--- src/rtl/encoder_pkg.sv ---
// Shared definitions for the RV64 instruction encoder: format codes, base
// opcodes and instruction field positions.
package encoder_pkg;

    typedef enum logic [2:0] {
        FMT_R    = 3'd0,
        FMT_I    = 3'd1,
        FMT_S    = 3'd2,
        FMT_B    = 3'd3,
        FMT_U    = 3'd4,
        FMT_J    = 3'd5,
        FMT_RSV6 = 3'd6,
        FMT_RSV7 = 3'd7
    } fmt_e;

    localparam logic [6:0] OP_IMM    = 7'b0010011;
    localparam logic [6:0] OP_STORE  = 7'b0100011;
    localparam logic [6:0] OP_BRANCH = 7'b1100011;
    localparam logic [6:0] OP_AUIPC  = 7'b0010111;
    localparam logic [6:0] OP_LUI    = 7'b0110111;
    localparam logic [6:0] OP_JAL    = 7'b1101111;

    localparam int RD_LSB  = 7;
    localparam int F3_LSB  = 12;
    localparam int RS1_LSB = 15;
    localparam int RS2_LSB = 20;
    localparam int F7_LSB  = 25;

    function automatic logic fmt_reserved(input logic [2:0] fmt);
        return (fmt > 3'd5);
    endfunction

endpackage

--- src/rtl/imm_pack.sv ---
// Scatters a 64-bit immediate into its 32-bit instruction bit positions and
// flags unencodable immediates when IMM_RANGE_CHECK_EN is defined.
module imm_pack
    import encoder_pkg::*;
(
    input  logic [2:0]  fmt,
    input  logic [63:0] imm,
    output logic [31:0] imm_bits,
    output logic        imm_bad
);

    always_comb begin
        imm_bits = '0;
        case (fmt_e'(fmt))
            FMT_I: imm_bits[31:20] = imm[11:0];
            FMT_S: begin
                imm_bits[31:25] = imm[11:5];
                imm_bits[11:7]  = imm[4:0];
            end
            FMT_B: begin
                imm_bits[31]    = imm[12];
                imm_bits[30:25] = imm[10:5];
                imm_bits[11:8]  = imm[4:1];
                imm_bits[7]     = imm[11];
            end
            FMT_U: imm_bits[31:12] = imm[31:12];
            FMT_J: begin
                imm_bits[31]    = imm[20];
                imm_bits[30:21] = imm[10:1];
                imm_bits[20]    = imm[11];
                imm_bits[19:12] = imm[19:12];
            end
            default: imm_bits = '0;
        endcase
    end

`ifdef IMM_RANGE_CHECK_EN
    // An immediate fits N signed bits when everything above bit N-2 matches the sign bit.
    logic fits12, fits13, fits21, fits32;
    assign fits12 = (imm[63:11] == {53{imm[11]}});
    assign fits13 = (imm[63:12] == {52{imm[12]}});
    assign fits21 = (imm[63:20] == {44{imm[20]}});
    assign fits32 = (imm[63:31] == {33{imm[31]}});

    always_comb begin
        imm_bad = 1'b0;
        case (fmt_e'(fmt))
            FMT_I, FMT_S: imm_bad = !fits12;
            FMT_B:        imm_bad = !fits13 || imm[0];
            FMT_J:        imm_bad = !fits21 || imm[0];
            FMT_U:        imm_bad = (imm[11:0] != 12'd0) || !fits32;
            default:      imm_bad = 1'b0;
        endcase
    end
`else
    logic unused_imm;
    assign unused_imm = ^{imm[63:32], imm[0]};
    assign imm_bad    = 1'b0;
`endif

endmodule

--- src/rtl/instruction_encoder.sv ---
// Two-stage valid/ready RV64 instruction packer with a count of delivered
// words. Define IMM_RANGE_CHECK_EN to flag unencodable immediates on out_err.
module instruction_encoder
    import encoder_pkg::*;
#(
    parameter int COUNT_W = 16
) (
    input  logic               clk,
    input  logic               reset_n,
    input  logic               in_valid,
    output logic               in_ready,
    input  logic [2:0]         in_fmt,
    input  logic [6:0]         in_opcode,
    input  logic [4:0]         in_rd,
    input  logic [2:0]         in_funct3,
    input  logic [4:0]         in_rs1,
    input  logic [4:0]         in_rs2,
    input  logic [6:0]         in_funct7,
    input  logic [63:0]        in_imm,
    output logic               out_valid,
    input  logic               out_ready,
    output logic [31:0]        out_instr,
    output logic               out_err,
    output logic [COUNT_W-1:0] enc_count
);

    logic        rdy_q;
    logic        s1_valid, s2_valid;
    logic        s1_advance, in_fire;
    logic [2:0]  s1_fmt;
    logic [6:0]  s1_opcode, s1_funct7;
    logic [4:0]  s1_rd, s1_rs1, s1_rs2;
    logic [2:0]  s1_funct3;
    logic [63:0] s1_imm;
    logic [31:0] imm_bits, packed_word;
    logic        imm_bad, packed_err;

    // rdy_q keeps the input closed for the first cycle after reset release.
    assign s1_advance = !s2_valid || out_ready;
    assign in_ready   = rdy_q && (!s1_valid || s1_advance);
    assign in_fire    = in_valid && in_ready;
    assign out_valid  = s2_valid;

    imm_pack u_imm_pack (
        .fmt      (s1_fmt),
        .imm      (s1_imm),
        .imm_bits (imm_bits),
        .imm_bad  (imm_bad)
    );

    always_comb begin
        logic [31:0] op_f, rd_f, f3_f, rs1_f, rs2_f, f7_f;
        op_f  = {25'd0, s1_opcode};
        rd_f  = 32'(s1_rd)     << RD_LSB;
        f3_f  = 32'(s1_funct3) << F3_LSB;
        rs1_f = 32'(s1_rs1)    << RS1_LSB;
        rs2_f = 32'(s1_rs2)    << RS2_LSB;
        f7_f  = 32'(s1_funct7) << F7_LSB;
        packed_word = '0;
        case (fmt_e'(s1_fmt))
            FMT_R:        packed_word = op_f | rd_f | f3_f | rs1_f | rs2_f | f7_f;
            FMT_I:        packed_word = op_f | rd_f | f3_f | rs1_f | imm_bits;
            FMT_S, FMT_B: packed_word = op_f | f3_f | rs1_f | rs2_f | imm_bits;
            FMT_U, FMT_J: packed_word = op_f | rd_f | imm_bits;
            default:      packed_word = '0;
        endcase
        packed_err = fmt_reserved(s1_fmt) || imm_bad;
    end

    // Request fields are pure data and only move on an accepted request.
    always_ff @(posedge clk) begin
        if (in_fire) begin
            s1_fmt    <= in_fmt;
            s1_opcode <= in_opcode;
            s1_rd     <= in_rd;
            s1_funct3 <= in_funct3;
            s1_rs1    <= in_rs1;
            s1_rs2    <= in_rs2;
            s1_funct7 <= in_funct7;
            s1_imm    <= in_imm;
        end
    end

    always_ff @(posedge clk or negedge reset_n) begin
        if (!reset_n) begin
            rdy_q     <= 1'b0;
            s1_valid  <= 1'b0;
            s2_valid  <= 1'b0;
            out_instr <= '0;
            out_err   <= 1'b0;
            enc_count <= '0;
        end else begin
            rdy_q <= 1'b1;
            if (in_fire) begin
                s1_valid <= 1'b1;
            end else if (s1_advance) begin
                s1_valid <= 1'b0;
            end
            if (s1_advance) begin
                s2_valid <= s1_valid;
                if (s1_valid) begin
                    out_instr <= packed_word;
                    out_err   <= packed_err;
                end
            end
            if (out_valid && out_ready) begin
                enc_count <= enc_count + COUNT_W'(1);
            end
        end
    end

endmodule
--- config.mk ---
export PLATFORM = sky130hd
export DESIGN_NAME = instruction_encoder
export DESIGN_NICKNAME = d
export VERILOG_FILES = /design/src/rtl/encoder_pkg.sv /design/src/rtl/imm_pack.sv /design/src/rtl/instruction_encoder.sv
export SDC_FILE = /design/constraint.sdc
export NUM_CORES = 1
export LEC_CHECK = 0
export ABC_AREA = 1
export BUFFER_PORTS_ARGS = -buffer_cell sky130_fd_sc_hd__buf_4
export CAP_MARGIN = 20
export CORE_ASPECT_RATIO = 0.6
export CORE_MARGIN = 5
export CORE_UTILIZATION = 50
export CTS_CLUSTER_SIZE = 14
export DETAILED_ROUTE_END_ITERATION = 10
export PLACE_DENSITY = 0.79
export SLEW_MARGIN = 20
export SYNTH_ARGS = -nofsm -noshare
export SYNTH_HDL_FRONTEND = slang
export SYNTH_SLANG_ARGS = --single-unit
export TNS_END_PERCENT = 5
--- constraint.sdc ---
create_clock -name clk -period 4.65 [get_ports clk]
set_clock_uncertainty 0.2 [all_clocks]
set_input_delay 0.465 -clock clk [delete_from_list [all_inputs] [get_ports clk]]
set_output_delay 0.465 -clock clk [all_outputs]
set_load 0.05 [all_outputs]
Word-level counts from Yosys, hierarchy flattened --
Cells that the tools add are included.
Word-level totals: flip-flop bits (word level) 119, output and inout port bits 51
Operators by class: eq/ne operators 5, $lt $le $gt $ge 1, multiplexer cells 7, $add $sub $neg 1, bitwise gates (word level) 11, reductions and logical operators 13
Operators with widths (count):
- case mux 32 bit (4 select lines) | 1
- OR 32 bit | 2
- OR 12 x 32 -> 32 bit | 1
- OR 25 x 32 -> 32 bit | 1
- OR 32 x 15 -> 32 bit | 1
- OR 32 x 20 -> 32 bit | 1
- OR 32 x 25 -> 32 bit | 1
- case mux 7 bit (4 select lines) | 1
- OR 20 x 25 -> 25 bit | 1
- OR 15 x 20 -> 20 bit | 1
- adder 16 x 1 -> 16 bit (second input constant) | 1
- OR 7 x 15 -> 15 bit | 1
- case mux 5 bit (3 select lines) | 1
- OR 7 x 12 -> 12 bit | 1
- case mux 5 bit (2 select lines) | 1
- two-way mux 8 bit | 1
- equality test 3 x 2 -> 1 bit (second input constant) | 2
- equality test 3 bit (second input constant) | 2
- OR reduction 2 bit | 3
- equality test 3 x 1 -> 1 bit (second input constant) | 1
- > comparator 3 bit (second input constant) | 1
- logical AND 1 bit | 3
- logical NOT 3 bit | 1
- logical NOT 1 bit | 2
- other kinds (4) | 6

Logic depth before layout (Yosys ltp) --
Gate-level depths: netlist of run 1.
depth after elaboration 6, mapped depth 8, depth with buffers taken out 8

Cells and area by module --
A second synthesis of run 1 with hierarchy kept.
Unflattened totals: cells, all modules 493, area total of the unflattened synthesis 5958.2 um^2
Modules (own cells, without submodules):
- instruction_encoder | times used 1, seq. area each 4274.1 um^2, cells each 406, area each 5554.1 um^2
- imm_pack | times used 1, seq. area each 0.0 um^2, cells each 87, area each 404.1 um^2

Least setup slack after synthesis of run 1 --
OpenSTA, ideal clock, no wires.
path kind register -> register, start point register s2_valid (netlist: out_valid), end point register s1_fmt[0] (enable), buffers on the path 0, stages on the path, launching flop included 4, slack 0.224 ns, library setup time 0.493 ns, arrival time 3.733 ns, data required time 3.957 ns, path through dfrtp_1 > nand2_1 > o21ai_0 > nor2_1
On the way: word-level cells in the longest chain between the ends 5
RTL lines:
- start, declared | RTL line instruction_encoder.sv:28 | logic s1_valid, s2_valid;
- start signal, assigned | RTL line instruction_encoder.sv:100 | s2_valid <= s1_valid;
- logical NOT 1 bit | RTL line instruction_encoder.sv:39 | assign s1_advance = !s2_valid || out_ready;
- logical OR 1 bit | RTL line instruction_encoder.sv:39
- logical OR 1 bit | RTL line instruction_encoder.sv:40 | assign in_ready = rdy_q && (!s1_valid || s1_advance);
- logical AND 1 bit | RTL line instruction_encoder.sv:40
- logical AND 1 bit | RTL line instruction_encoder.sv:41 | assign in_fire = in_valid && in_ready;
- net in_fire | RTL line instruction_encoder.sv:29 | logic s1_advance, in_fire;
- end signal, assigned | RTL line instruction_encoder.sv:73 | s1_fmt <= in_fmt;
- end, declared | RTL line instruction_encoder.sv:30 | logic [2:0] s1_fmt;
The timed path passes the listed nets, and every way through them passes these cells. A chain may end at the register's enable or synchronous reset.

Worst setup path after layout of run 1 --
start point register s2_valid (netlist: out_valid), end point output in_ready
On the way: word-level cells in the longest chain between the ends 4
RTL lines:
- logical NOT 1 bit | RTL line instruction_encoder.sv:39
- logical OR 1 bit | RTL line instruction_encoder.sv:39
- logical OR 1 bit | RTL line instruction_encoder.sv:40
- logical AND 1 bit | RTL line instruction_encoder.sv:40
- end, declared | RTL line instruction_encoder.sv:11 | output logic in_ready,
No other way between the ends.

==> results of run 1 <==
-- critical path, cell delays in order (launching register included) --
cell and delay [ps]:
dfrtp_1 380, nand2_1 120, o21ai_0 450, inv_1 80
buf_4 200
-- flip-flops by register name, indices dropped and copies added (netlist names), 3 cells and up --
signal	count
s1_rd	5
s1_fmt	3
s1_opcode	7
s1_rs2	5
enc_count	16
out_instr	32
s1_funct7	7
s1_imm	32
s1_rs1	5
s1_funct3	3
-- synth_stat cells, drive strengths merged, types with 2 or more instances --
master / instances
clkbuf: 2
nand2: 136
nor3: 2
edfxtp: 67
buf: 5
a22o: 17
o21ai: 6
nor2: 27
dfrtp: 52
xor2: 4
nand3: 20
a21oi: 6
nand4: 7
inv: 25
xnor2: 5
a31oi: 4
-- kinds of logic (layout without fill, tap and decap cells) --
group                      count (synthesis)  count (layout)  synth area share
AOI/OAI and AO/OA                         36              36           0.05568
and+or+nand+nor                          193             193            0.1730
adders and majority gates                  1               1          0.002729
xor gates and xnor gates                   9               9           0.01719
other                                      1               1         0.0008180
buffers and inverters                     32             180           0.02784
DFF                                      119             119            0.7227
-- power by group --
group / internal [µW] / leakage (µW) / switching [µW]
Combinational: 214 / 0.00127 / 480
Clock: 795 / 0.000275 / 480
Sequential: 1240 / 0.00129 / 84.3
-- final timing paths --
path / from / endpoint / slack [ps]
setup reg to reg: out_valid / out_instr[6] / 2350
hold reg to reg: s1_opcode[0] / out_instr[0] / 260
min in group asynchronous: reset_n / enc_count[12] / 450
hold / removal: in_imm[28] / s1_imm[28] / 30
setup / recovery: out_valid / in_ready / 2340
max in group asynchronous: reset_n / out_instr[23] / 3330
-- layout make-up --
type / count / area, µm²
Clock buffer: 19 / 432.9
Clock inverter: 13 / 148.9
Fill cell: 653 / 2843
Inverter: 25 / 93.84
Multi-Input combinational cell: 240 / 1151
Sequential cell: 119 / 3313
Tap cell: 116 / 145.1
Timing Repair Buffer: 123 / 925.9
-- routing by layer --
layer / wire (µm) / GRT usage / part of all wire / vias to the layer above
met2: 5029 / 0.3052 / 0.47 / 153
met3: 963 / 0.06826 / 0.090 / 10
li1: - / - / - / 1606
met5: 0 / 0 / 0 / -
met1: 4607 / 0.2725 / 0.43 / 1574
met4: 104 / 0.06256 / 0.0097 / 0
-- through the flow --
stage                     cells  power (µW)
final                       655        3293
after CTS                   655        3317
after floorplan             391        1778
after global routing        655        3423
after detailed placement    622        2041
after global placement      622        2024
==> results.md, run 1 <==
## Logic synthesis
- **dominant cells by area after synthesis** edfxtp_1 44%, dfrtp_1 28%, nand2_1 11%
- **gate count of the mapped netlist** 391
- **number of distinct library cell variants in the gate-level netlist after synthesis** 29
- **share of Yosys cell area claimed by the top area cell type** 0.4389
- **most area-hungry cell type in the Yosys netlist** edfxtp_1
- **sequential share of the synthesized area** 0.7227
- **total nets after synthesis** 495
- **cell area after technology mapping** 4584 µm²
- **per-instance average area after synthesis** 11.72 µm²
- **register bit total from synthesis** 119
- **share of async-settable or async-resettable flops after synthesis** 0.4370
- **number of flops mapped to enable cells by yosys** 67
- **Synth Warn #** 0
- **most used flip-flop cell after synthesis** edfxtp_1

## Global routing
- **first-pass GRT wire length** 17.31 mm
- **number of antenna violations at the first check in global routing** 0
- **global router's overall resource usage** 0.1995
- **largest net degree at the start of global routing** 68
- **grt total ovfl** 0
- **vias in the first global route** 3,388

## Die
- **Total Die Area** 11,250 µm²
- **horizontal die dimension** 133.6 µm
- **top-level port count** 154
- **Initial Utilization** 0.5064
- **die height** 84.17 µm
- **row cnt** 27
- **core footprint** 9054 µm²

## CTS
- **CTS clk-pin slew, worst paths** 60 ps
- **quantity of gates resized following cts** 0
- **clock insertion delay at the later pin of the skew report** 400 ps
- **maximum count of clock buffers along a single path** 2
- **CTS sink cnt** 119
- **number of setup buffers added after CTS** 0
- **depth of the CTS H-tree** 4
- **number of hold buffers added after cts** 1
- **clock root buffer master** clkbuf_16
- **CTS tree** done
- **TritonCTS buffer count** 17

## Critical path
- **data required time of the worst path** 3980 ps
- **endpoint kind of the worst setup timing path** primary output
- **crit path max fanout** 4
- **CP Data Arrival Time** 1640 ps
- **Crit Path Category** reg2out
- **path depth of the worst reg2reg path** 6
- **startpoint type of the worst setup path** register

## Routing
- **violation count after the first detailed-routing iteration** 227
- **Residual DRC** 0
- **count of TritonRoute iterations in the first routing pass** 4
- **Routed WL** 10.70 mm
- **number of routed nets with antenna violations** 0
- **routed via count divided by cell count** 5.104
- **routed wirelength normalized by instance count** 16.34 µm
- **vias after detailed routing** 3,343

## Pwr
- **IR drop worst, VDD** 0.2929 mV
- **power density cells** 530.2 nW/µm²
- **leakage power of the design** 0.002833 µW

## Worst hold path
- **worst hold-check path type** in2reg
- **worst hold path depth** 1

## Placement
- **area of placed instances** 5619 µm²
- **final estimated routing congestion in global placement** 0.7972
- **Post-DP HPWL** 7.235 mm
- **pre-CTS worst setup slack** 2113 ps
- **Port Buffers** 121

## Timing
- **Max Fclk** 433.1 MHz
- **Relative slew margins** 0.4007
- **worst slew pin tran** 895.6 ps
- **final worst slack** 2341 ps
- **count of final hold-check violations** 0
- **final count of pins violating max slew** 0
- **final setup violation count** 0
- **Hold WS** 34.65 ps
- **shortest period the worst path allows** 2309 ps
- **final cycle utilization of the critical path** 0.4965
- **unrepaired setup endpoints after global routing** no
- **setup TNS after final layout** 0 ps

## Flow run
- **max_cap viols** 0

## Finish
- **most frequent standard cell in the layout excluding fill and tap cells** nand2_1
- **design area** 6211 µm²
- **Antenna Diode Count** 0
- **end-of-flow core utilization** 0.6860
- **P&R area growth vs syn** 35.48%
- **share of layout cells above drive strength 1** 0.3024
- **net total in the final layout** 630
- **commonest cells after routing, fill and taps aside** 134 x nand2_1, 122 x buf_4, 67 x edfxtp_1

## Outcome
- **run status** completed

(Power assumes the default switching activity.)
==> run 2, diff against run 1 <==
--- a/config.mk
+++ b/config.mk
@@ -10,10 +10,10 @@
 export CAP_MARGIN = 20
 export CORE_ASPECT_RATIO = 0.6
 export CORE_MARGIN = 5
-export CORE_UTILIZATION = 50
+export CORE_UTILIZATION = 45
 export CTS_CLUSTER_SIZE = 14
 export DETAILED_ROUTE_END_ITERATION = 10
-export PLACE_DENSITY = 0.79
+export PLACE_DENSITY = 0.75
 export SLEW_MARGIN = 20
 export SYNTH_ARGS = -nofsm -noshare
 export SYNTH_HDL_FRONTEND = slang
==> constraint.sdc (replaced) <==
create_clock -name clk -period 2 [get_ports clk]
set_clock_uncertainty 0.2 [all_clocks]
set_input_delay 0.2 -clock clk [delete_from_list [all_inputs] [get_ports clk]]
set_output_delay 0.2 -clock clk [all_outputs]
set_load 0.05 [all_outputs]
==> run 2 against run 1 <==
  * Register-to-register slack got worse by 2100 ps
  * Non-clock buffer count is 75 higher
  * Total power up 140%
  * Clock power grew 130%
  * Global-route usage up 0.36 points
  * First-iteration DRC count is 2.2% higher
  * Cell count grew 14%
  * Routed wire length increased by 11%
  * Core utilization up 2.1 points
  * Clock-buffer cell count down 2
  * Critical path type is now in2out
  * Largest cell class unchanged
  * Highest routed layer unchanged
==> results.md, run 2 (same netlist as run 1, synthesis figures left out) <==
## Placement
- **placed cells** 646, +3.9%
- **Post-DP HPWL** 7.442 mm, +2.9%
- **Port Buffers** 121, unchanged
- **final estimated routing congestion in global placement** 0.8445, +5.9%

## Global routing
- **vias in the first global route** 3,824, +13%
- **first-pass GRT wire length** 19.06 mm, +10%
- **number of antenna violations at the first check in global routing** 0, unchanged
- **grt total ovfl** 0, unchanged
- **global router's overall resource usage** 0.2031, +0.003616
- **largest net degree at the start of global routing** 68, unchanged

## Timing
- **final cycle utilization of the critical path** 0.9230
- **worst slew pin tran** 696.3 ps, -199.3 ps
- **final setup violation count** 0, unchanged
- **count of final hold-check violations** 0, unchanged
- **Hold WS** 178.5 ps, +143.9 ps
- **Relative slew margins** 0.5358, +0.1351
- **final count of pins violating max slew** 0, unchanged
- **unrepaired setup endpoints after global routing** no
- **shortest period the worst path allows** 1846 ps
- **setup TNS after final layout** 0 ps, unchanged
- **Max Fclk** 541.7 MHz

## Die
- **core footprint** 9915 µm², +9.5%
- **die height** 88.18 µm, +4.8%
- **Total Die Area** 12,370 µm², +10%
- **horizontal die dimension** 140.3 µm, +5.0%
- **row cnt** 28, +3.7%
- **Initial Utilization** 0.4624, -0.04396
- **top-level port count** 154, unchanged

## Finish
- **net total in the final layout** 705, +12%
- **largest registers** out_instr (32), s1_imm (32), enc_count (16)
- **share of layout cells above drive strength 1** 0.2785, -0.02391
- **Antenna Diode Count** 0, unchanged
- **P&R area growth vs syn** 52.87%
- **commonest cells after routing, fill and taps aside** 133 x nand2_1, 126 x buf_4, 71 x dlygate4sd3_1
- **most frequent standard cell in the layout excluding fill and tap cells** nand2_1
- **post-layout instance count excluding filler cells** 749, +14%

## Worst hold path
- **worst hold-check path type** in2async

## CTS
- **clock root buffer master** clkbuf_16
- **depth of the CTS H-tree** 4, unchanged
- **maximum count of clock buffers along a single path** 2, unchanged
- **CTS tree** done
- **CTS clk-pin slew, worst paths** 60 ps, about the same
- **clock insertion delay at the later pin of the skew report** 410 ps, about the same
- **number of setup buffers added after CTS** 0, unchanged
- **TritonCTS buffer count** 17, unchanged
- **CTS sink cnt** 119, unchanged

## Pwr
- **power density cells** 1109 nW/µm², +110%
- **leakage power of the design** 0.003167 µW, +12%
- **IR drop worst, VDD** 0.6911 mV, +140%

## Critical path
- **Crit Path Category** in2out
- **endpoint kind of the worst setup timing path** primary output
- **startpoint type of the worst setup path** input port
- **CP Data Arrival Time** 1450 ps, -190 ps
- **crit path max fanout** 4, unchanged
- **data required time of the worst path** 1600 ps, -2380 ps

## Outcome
- **run status** completed

## Routing
- **vias after detailed routing** 3,701, +11%
- **Residual DRC** 0, unchanged
- **routed via count divided by cell count** 4.941, -3.2%
- **Routed WL** 11.90 mm, +11%
- **violation count after the first detailed-routing iteration** 232, +2.2%
- **routed wirelength normalized by instance count** 15.89 µm, -2.8%
- **number of routed nets with antenna violations** 0, unchanged
- **count of TritonRoute iterations in the first routing pass** 5, +1

## Flow run
- **max_cap viols** 0, unchanged

-- run 2: power breakdown --
part | internal (µW) | leakage, µW | switching [µW]
clock network | 1840 | 0.000279 | 1100
registers | 2880 | 0.00129 | 198
logic | 602 | 0.00160 | 1160
total | 5320 | 0.00317 | 2450
-- run 2: worst paths after layout --
check,end,slack [ps],cells past startpoint,start
max,in_ready,150,7,out_ready
min,enc_count[12],180,2,reset_n
max reg2reg,out_instr[30],210,8,s1_fmt[1]
min reg2reg,out_instr[3],260,1,s1_opcode[3]
max in group asynchronous,out_valid,910,2,reset_n
min in group clk,out_instr[3],260,1,s1_opcode[3]
-- run 2: stage by stage --
step	power (µW)	area, µm²	worst slack (ps)	utilization
2_1_floorplan	4138	4612	-336.4	-
3_3_place_gp	4735	5713	312.3	0.5762
3_5_place_dp	4763	5713	270.9	0.5762
4_1_cts	7834	7003	139.0	0.7063
5_1_grt	8086	7008	70.10	0.7068
6_report	7774	7008	154.0	0.7068
-- run 2: cell type report --
type | instances | area [µm²]
Tap cell | 135 | 168.9
Inverter | 25 | 93.84
Fill cell | 709 | 2907
Multi-Input combinational cell | 240 | 1175
Clock buffer | 17 | 425.4
Sequential cell | 119 | 3314
Timing Repair Buffer | 198 | 1677
Clock inverter | 15 | 153.9
-- run 2: metal layers --
metal / global-route usage / vias to the layer above / wire length (µm)
li1: - / 1747 / -
met1: 0.2551 / 1756 / 4986
met2: 0.3312 / 170 / 5626
met3: 0.05837 / 28 / 993
met4: 0.09587 / 0 / 294
met5: 0 / - / 0
-- run 2: critical path: stages --
cell and delay, ps:
dlygate4sd3_1 540, buf_4 140, inv_1 80, nand2_4 80, o21ai_4 170, inv_1 50, buf_4 180
-- run 2: what timing repair did --
item,CTS,global route
hold buffers,71,0
hold endpoints to repair,121,0
setup endpoints to repair,0,1
resized for setup,0,1
